<file path="config.mk">
export PLATFORM = sky130hd
export DESIGN_NAME = hazard_stall_unit
export DESIGN_NICKNAME = d
export VERILOG_FILES = /design/src/rtl/hazard_pkg.sv /design/src/rtl/mul_stall_counter.sv /design/src/rtl/hazard_stall_unit.sv
export SDC_FILE = /design/constraint.sdc
export NUM_CORES = 1
export LEC_CHECK = 0
export ABC_AREA = 1
export CORE_AREA = 2 2 39 41
export DETAILED_ROUTE_END_ITERATION = 10
export DIE_AREA = 0 0 41 43
export DONT_BUFFER_PORTS = 1
export GPL_TIMING_DRIVEN = 0
export PLACE_DENSITY = 0.68
export SETUP_SLACK_MARGIN = 0.1
export SLEW_MARGIN = 15
export SYNTH_ARGS = -nofsm -noshare
export SYNTH_HDL_FRONTEND = slang
export SYNTH_SLANG_ARGS = --single-unit
</file>
<file path="constraint.sdc">
create_clock -name Clk -period 3.5 [get_ports Clk]
set_clock_uncertainty 0.15 [all_clocks]
set_input_delay 1.05 -clock Clk [delete_from_list [all_inputs] [get_ports Clk]]
set_output_delay 1.05 -clock Clk [all_outputs]
set_load 0.1 [all_outputs]
</file>
<file path="src/rtl/hazard_pkg.sv">
// Shared types and helpers for the pipeline hazard/stall unit.
package hazard_pkg;

  typedef enum logic {RUN, MUL_WAIT} state_t;

  localparam logic [1:0] FWD_REG = 2'b00;
  localparam logic [1:0] FWD_WB  = 2'b01;
  localparam logic [1:0] FWD_MEM = 2'b10;

  // A producer only counts when it really writes a nonzero register the consumer reads.
  function automatic logic reg_match(input logic [4:0] src, input logic uses,
                                     input logic wr, input logic [4:0] rd);
    return (src != 5'd0) && uses && wr && (src == rd);
  endfunction

  function automatic logic [1:0] fwd_sel(input logic [4:0] src,
                                         input logic mem_wr, input logic [4:0] mem_rd,
                                         input logic wb_wr, input logic [4:0] wb_rd);
    if (reg_match(src, 1'b1, mem_wr, mem_rd)) return FWD_MEM;
    if (reg_match(src, 1'b1, wb_wr, wb_rd)) return FWD_WB;
    return FWD_REG;
  endfunction

endpackage

</file>
<file path="src/rtl/mul_stall_counter.sv">
// Tracks how long a multi-cycle mul has occupied EX and raises the front-end stall.
module mul_stall_counter
  import hazard_pkg::*;
#(
  parameter int MUL_LATENCY = 3
) (
  input  logic clk,
  input  logic rst,
  input  logic is_mul,
  output logic stall,
  output logic busy
);

  localparam int CW = $clog2(MUL_LATENCY) + 1;
  localparam logic [CW-1:0] LAST = CW'(MUL_LATENCY - 1);
  localparam bit MUL_EN = (MUL_LATENCY > 1);

  state_t state;
  logic [CW-1:0] cnt;
  logic release_cycle;

  // The last count is the cycle the mul result leaves EX, so the front end may move.
  assign release_cycle = (state == MUL_WAIT) && (cnt == LAST);
  assign stall = MUL_EN && is_mul && !release_cycle;

  always_ff @(posedge clk or posedge rst) begin
    if (rst) begin
      state <= RUN;
      cnt   <= '0;
      busy  <= 1'b0;
    end else begin
      case (state)
        RUN: begin
          if (MUL_EN && is_mul) begin
            state <= MUL_WAIT;
            cnt   <= CW'(1);
            busy  <= 1'b1;
          end
        end
        MUL_WAIT: begin
          if (cnt == LAST) begin
            state <= RUN;
            cnt   <= '0;
            busy  <= 1'b0;
          end else begin
            cnt <= cnt + CW'(1);
          end
        end
        default: begin
          state <= RUN;
          cnt   <= '0;
          busy  <= 1'b0;
        end
      endcase
    end
  end

endmodule

</file>
<file path="src/rtl/hazard_stall_unit.sv">
// Pipeline sequencer: mul occupancy, redirects, RAW/load-use stalls and EX forwarding.
// Optional operand forwarding is enabled with `define FORWARDING_EN.
module hazard_stall_unit
  import hazard_pkg::*;
#(
  parameter int MUL_LATENCY = 3
) (
  input  logic       Clk,
  input  logic       Reset,
  input  logic [4:0] ID_Rs,
  input  logic [4:0] ID_Rt,
  input  logic       ID_UsesRs,
  input  logic       ID_UsesRt,
  input  logic [4:0] EX_Rs,
  input  logic [4:0] EX_Rt,
  input  logic [4:0] EX_Rd,
  input  logic       EX_RegWrite,
  input  logic       EX_MemRead,
  input  logic       EX_IsMul,
  input  logic       EX_Redirect,
  input  logic [4:0] MEM_Rd,
  input  logic [4:0] WB_Rd,
  input  logic       MEM_RegWrite,
  input  logic       WB_RegWrite,
  output logic       PC_Write,
  output logic       IFID_Write,
  output logic       IFID_Flush,
  output logic       IDEX_Write,
  output logic       IDEX_Flush,
  output logic       EXMEM_Bubble,
  output logic [1:0] FwdA,
  output logic [1:0] FwdB,
  output logic       MulBusy
);

  logic mul_stall;
  logic mul_busy;
  logic raw_stall;
  logic ex_match;

  mul_stall_counter #(.MUL_LATENCY(MUL_LATENCY)) u_mul (
    .clk   (Clk),
    .rst   (Reset),
    .is_mul(EX_IsMul),
    .stall (mul_stall),
    .busy  (mul_busy)
  );

  assign ex_match = reg_match(ID_Rs, ID_UsesRs, EX_RegWrite, EX_Rd)
                  | reg_match(ID_Rt, ID_UsesRt, EX_RegWrite, EX_Rd);

`ifdef FORWARDING_EN
  // Only a load cannot be forwarded in time; everything else is bypassed into EX.
  assign raw_stall = EX_MemRead && ex_match;
  assign FwdA = Reset ? FWD_REG : fwd_sel(EX_Rs, MEM_RegWrite, MEM_Rd, WB_RegWrite, WB_Rd);
  assign FwdB = Reset ? FWD_REG : fwd_sel(EX_Rt, MEM_RegWrite, MEM_Rd, WB_RegWrite, WB_Rd);
`else
  // WB is absent: the register file writes before it reads in the same cycle.
  assign raw_stall = ex_match
                   | reg_match(ID_Rs, ID_UsesRs, MEM_RegWrite, MEM_Rd)
                   | reg_match(ID_Rt, ID_UsesRt, MEM_RegWrite, MEM_Rd);
  assign FwdA = FWD_REG;
  assign FwdB = FWD_REG;

  logic unused_fwd_inputs;
  assign unused_fwd_inputs = ^{EX_Rs, EX_Rt, EX_MemRead, WB_Rd, WB_RegWrite};
`endif

  assign MulBusy = mul_busy;

  always_comb begin
    PC_Write     = 1'b1;
    IFID_Write   = 1'b1;
    IFID_Flush   = 1'b0;
    IDEX_Write   = 1'b1;
    IDEX_Flush   = 1'b0;
    EXMEM_Bubble = 1'b0;
    if (Reset) begin
      PC_Write   = 1'b0;
      IFID_Write = 1'b0;
      IDEX_Write = 1'b0;
    end else if (mul_stall) begin
      PC_Write     = 1'b0;
      IFID_Write   = 1'b0;
      IDEX_Write   = 1'b0;
      EXMEM_Bubble = 1'b1;
    end else if (EX_Redirect) begin
      IFID_Flush = 1'b1;
      IDEX_Flush = 1'b1;
    end else if (raw_stall) begin
      PC_Write   = 1'b0;
      IFID_Write = 1'b0;
      IDEX_Flush = 1'b1;
    end
  end

endmodule

</file>
; ---- Yosys cells after proc, flatten, opt, wreduce, memory -nomap -nowiden
; Cells that the tools add are included.
[op_classes]
addsub = 1
n_mul = 0
div_mod_pow = 0
order_cmp = 0
n_eq_ne = 7
n_shift = 0
n_mux = 24
n_bitwise = 4
reduce_logical = 16
[ops]
columns = cell, count
row1 = $eq A5 B5 Y1, 4
row2 = $mux W1, 19
row3 = $logic_and A1 B1 Y1, 12
row4 = $reduce_bool A5 Y1, 2
row5 = $mux W3, 2
row6 = $pmux W3 S2, 1
row7 = $ne A2 B2 Y1 const B, 2
row8 = $pmux W1 S2, 2
row9 = $add A3 B1 Y3 const B, 1
row10 = $eq A3 B2 Y1 const B, 1
row11 = $or A1 B1 Y1, 3
row12 = $reduce_and A2 Y1, 1
row13 = $logic_not A1 Y1, 1
row14 = $not A1 Y1, 1
[word_totals]
reg_bits = 5
latch_bits = 0
ram_bits = 0
mem_bits_ro = 0
input_bits = 45
output_inout_bits = 11
wordCells = 55
n_memories = 0

; ---- Longest topological paths before layout
[depth]
ltp_word = 11
mapped_depth = 11
ltp_nobuf = 11

; ---- Hierarchy
; From an unflattened synthesis, not the netlist that was laid out.
[hier_totals]
hier_cells = 124
hier_area_um2 = 704.4
[modules_own_cells]
columns = module, n_inst, cells_per_inst, area_per_inst_um2, seq_area_each_um2
row1 = hazard_stall_unit, 1, 89, 446.7, 0.0
row2 = mul_stall_counter, 1, 35, 257.7, 125.1

; ---- Worst setup path before layout
; No wires, ideal clock.
[synth_timing]
path_kind = input -> output
startpoint = in EX_IsMul
endpoint = out EXMEM_Bubble
t_arrival_ns = 3.173
t_required_ns = 2.300
setup_slack_ns = -0.873
cell_stages = 2
n_path_buf = 0
cell_sequence = inv_1 > nor3_1
[synth_between]
elab_chain_cells = 3
[synth_rtl]
columns = item, line_no
row1 = from (decl), hazard_stall_unit.sv:19  ; input logic EX_IsMul,
row2 = $logic_and A1 B1 Y1, mul_stall_counter.sv:24  ; assign stall = MUL_EN && is_mul && !release_cycle;
row3 = $mux W1, hazard_stall_unit.sv:82  ; end else if (mul_stall) begin
row4 = $mux W1, hazard_stall_unit.sv:78  ; if (Reset) begin
row5 = to (decl), hazard_stall_unit.sv:30  ; output logic EXMEM_Bubble,
; Every way passes these cells.

; ---- Worst setup path in the final report
[layout_timing]
startpoint = in EX_IsMul
endpoint = out PC_Write
[layout_between]
elab_chain_cells = 3
[layout_rtl]
columns = item, line_no
row1 = $logic_and A1 B1 Y1, mul_stall_counter.sv:24
row2 = $mux W1 (2 in a row), -
row3 = to (decl), hazard_stall_unit.sv:25  ; output logic PC_Write,
; Every way passes these cells.

==> flow_summary.json <==
{
  "run_status": "finished, final reports clean",
  "vias": 658,
  "ys_top_cells_by_area": "nand2_1 (19%), dfrtp_1 (18%), xnor2_1 (10%)",
  "combPwrFrac": 0.548,
  "htree_num_levels": 1,
  "period_needed_ns": 3.34,
  "crit_arrival_ns": 2.14,
  "synth-compound-area-share": 0.0393,
  "rrSetupSlack_ns": 2.07,
  "fp.dieW_um": 41,
  "cp-endpoint": "PC_Write",
  "root_buffer": "clkbuf_4",
  "p_seq_frac": 0.312,
  "wl_met2_um": 773,
  "multi_input_area_um2": 546,
  "ys_warn_count": 0,
  "ys_seq_area_frac": 0.179,
  "synth-xor-area-share": 0.200,
  "ys_seq_elements": 5,
  "hold_violations": 0,
  "p_leak_nw": 0.434,
  "clock-sinks": 5,
  "synth_area_um2": 701,
  "route.met3.wl_um": 86,
  "io_pins": 56,
  "grt_pass1_wl_mm": 2.28,
  "clk_latency_ns": 0.24,
  "yosys.area_share.adder": 0,
  "drtPass1Iterations": 4,
  "portBuffers": 0,
  "drt.antenna.violating_nets": 0,
  "cts_hold_buffers": 0,
  "place_ws_ns": -0.0904,
  "grt_pass1_vias": 635,
  "num_antenna_cells": 0,
  "power.internal_w": 0.000202,
  "die_h_um": 43,
  "synth_top_family_by_area": "simple AND/OR/NAND/NOR gates",
  "post_cts.repair.setup_buffers": 0,
  "highest_layer": "met4",
  "grt_antenna_before_repair": 0,
  "synth_edf_count": 0,
  "fill_cells": 138,
  "yosys.area.top_type": "nand2_1",
  "hpwl_mm": 1.29,
  "core_um2": 1380,
  "netlist_instances": 116,
  "rsz0062_at_grt": "no",
  "cts_tree": "yes",
  "critPathKind": "in2out",
  "grt_max_degree": 7,
  "switching_share": 0.559,
  "drive_above_1_share": 0.203,
  "synth_top_area_frac": 0.193,
  "setup_viol": 0,
  "async_flop_share": 1.00,
  "endpoint_kind": "output port",
  "rr_startpoint": "u_mul.busy",
  "synth_mux_area_frac": 0,
  "synth-simple-area-share": 0.427,
  "cp.required_ns": 2.30,
  "p_sw_w": 0.000256,
  "drv_cap": 0,
  "finalPower_w": 0.000459,
  "worstMarginPinSlew_ns": 1.02,
  "cp-startpoint": "EX_IsMul",
  "start_kind": "primary input",
  "drt-wirelength-per-cell_um": 10.5,
  "crit_fanout": 4,
  "vdd_drop_max_mv": 0.422,
  "track_usage": 0.185,
  "rr_endpoint": "u_mul.busy",
  "wl_mm": 1.45,
  "rows": 14,
  "postSynthAreaPerCell_um2": 6.04,
  "clk_path_buf_depth": 2,
  "cts_inserted_buffers": 3,
  "finalCritPeriodShare": 0.955,
  "drtIter0Drc": 8,
  "grt.overflow.total": 0,
  "cts.clk_slew.worst_paths_ns": 0.04,
  "synth_ff_type": "dfrtp_1",
  "r2r.worst_path.cells": 2,
  "dieArea_um2": 1760,
  "slew_headroom": 0.320,
  "timing.fmax_ghz": 0.299,
  "wl_met1_um": 561,
  "layout_setup_ws_ns": 0.157,
  "setup-tns-final_ns": 0,
  "power_density_nw_per_um2": 545,
  "place_congestion": 0.678,
  "fin_util": 0.608,
  "layout.area.seq_um2": 125,
  "final_nets": 169,
  "syn2layout_area_growth_pct": 20.2,
  "p_clk_frac": 0.141,
  "drv_slew": 0,
  "initial_core_util": 0.506,
  "drcViolationCount": 0,
  "yosys.cell_types.count": 18,
  "vias_per_cell": 4.73,
  "hp-class": "reg2reg"
}
[power groups by stage]
stage	Combinational (W)	Sequential (W)	Clock, W
after detailed placement	0.000238	0.000143	0
after global placement	0.000231	0.000142	0
after CTS	0.000251	0.000142	0.0000667
after global routing	0.000270	0.000147	0.0000707
after floorplan	0.000214	0.000139	0
final	0.000251	0.000143	0.0000646
[cell type report]
cell class                 instances  share of cell area
tap                               16              0.0238
buffer                             5              0.0594
sequential                         5               0.149
inverter                          18              0.0892
clock buffer                       4              0.0312
multi-input combinational         91               0.648
[registers in the layout, summed over array words and instances, names as in the netlist]
signal	flops
u_mul.busy	1
u_mul.cnt	3
u_mul.state	1
[per-layer routing]
metal,vias to the layer above,global-route usage
met2,18,0.347
li1,352,-
met1,284,0.191
met5,-,0
met4,0,0.0800
met3,4,0.0105
[worst min-delay path by stage]
stage	start	endpoint	cells after the start
finish	u_mul.state	u_mul.state	2
global route	u_mul.state	u_mul.state	2
CTS	u_mul.state	u_mul.state	2
detailed placement	u_mul.state	u_mul.state	2
global placement	u_mul.state	u_mul.state	2
floorplan	u_mul.state	u_mul.state	2
[per-stage QoR]
stage	instance area [um2]	hold WS, ns	std cells
after global routing	842	0.427	139
after global placement	754	0.359	135
after floorplan	734	0.324	119
final	842	0.369	139
after CTS	827	0.374	139
after detailed placement	761	0.365	135
[placed cells by master, fill, tap and decap left out]
| cell type | instances |
|---|---|
| conb_1 | 4 |
| nand2_4 | 1 |
| clkbuf_1 | 1 |
| nor3_4 | 1 |
| dfrtp_1 | 5 |
| xnor2_1 | 8 |
| o22ai_1 | 2 |
| nand2_2 | 2 |
| nand3_4 | 1 |
| nor2_2 | 3 |
| o21ai_0 | 3 |
| nor2_1 | 14 |
| inv_2 | 2 |
| clkbuf_4 | 3 |
| clkinvlp_4 | 2 |
| nand3_1 | 5 |
| nand3_2 | 1 |
| nand2_8 | 2 |
| buf_12 | 1 |
| inv_1 | 14 |
| nor2_8 | 1 |
| nor2_4 | 1 |
| xor2_1 | 8 |
| buf_4 | 4 |
| nand2_1 | 34 |
[cells by family after synthesis]
family | after synthesis
AO/OA/AOI/OAI | 5
XOR/XNOR | 16
AND/OR/NAND/NOR | 66
other | 1
buffers and inverters | 23
flip-flops | 5
[Yosys cell counts (2+ instances only)]
library cell	instances
buf_4	5
dfrtp_1	5
inv_1	16
inv_2	2
nand2_1	36
nand2_2	3
nand3_1	6
nor2_1	15
nor2_2	2
o21ai_0	3
o22ai_1	2
xnor2_1	8
xor2_1	8
[timing repair]
item / in CTS / in global routing
endpoints found under the setup margin: 2 / 2
pin swaps: 2 / 2
gates resized for setup: 7 / 3
hold endpoints to repair: 0 / 0
[critical path, stage by stage]
cell	delay, ns
clkinvlp_4	0.08
nor2_2	0.07
nor2_8	0.39
nand3_4	0.15
nand2_8	0.19
buf_12	0.20
Note: power is estimated with default switching activity, not from simulation.
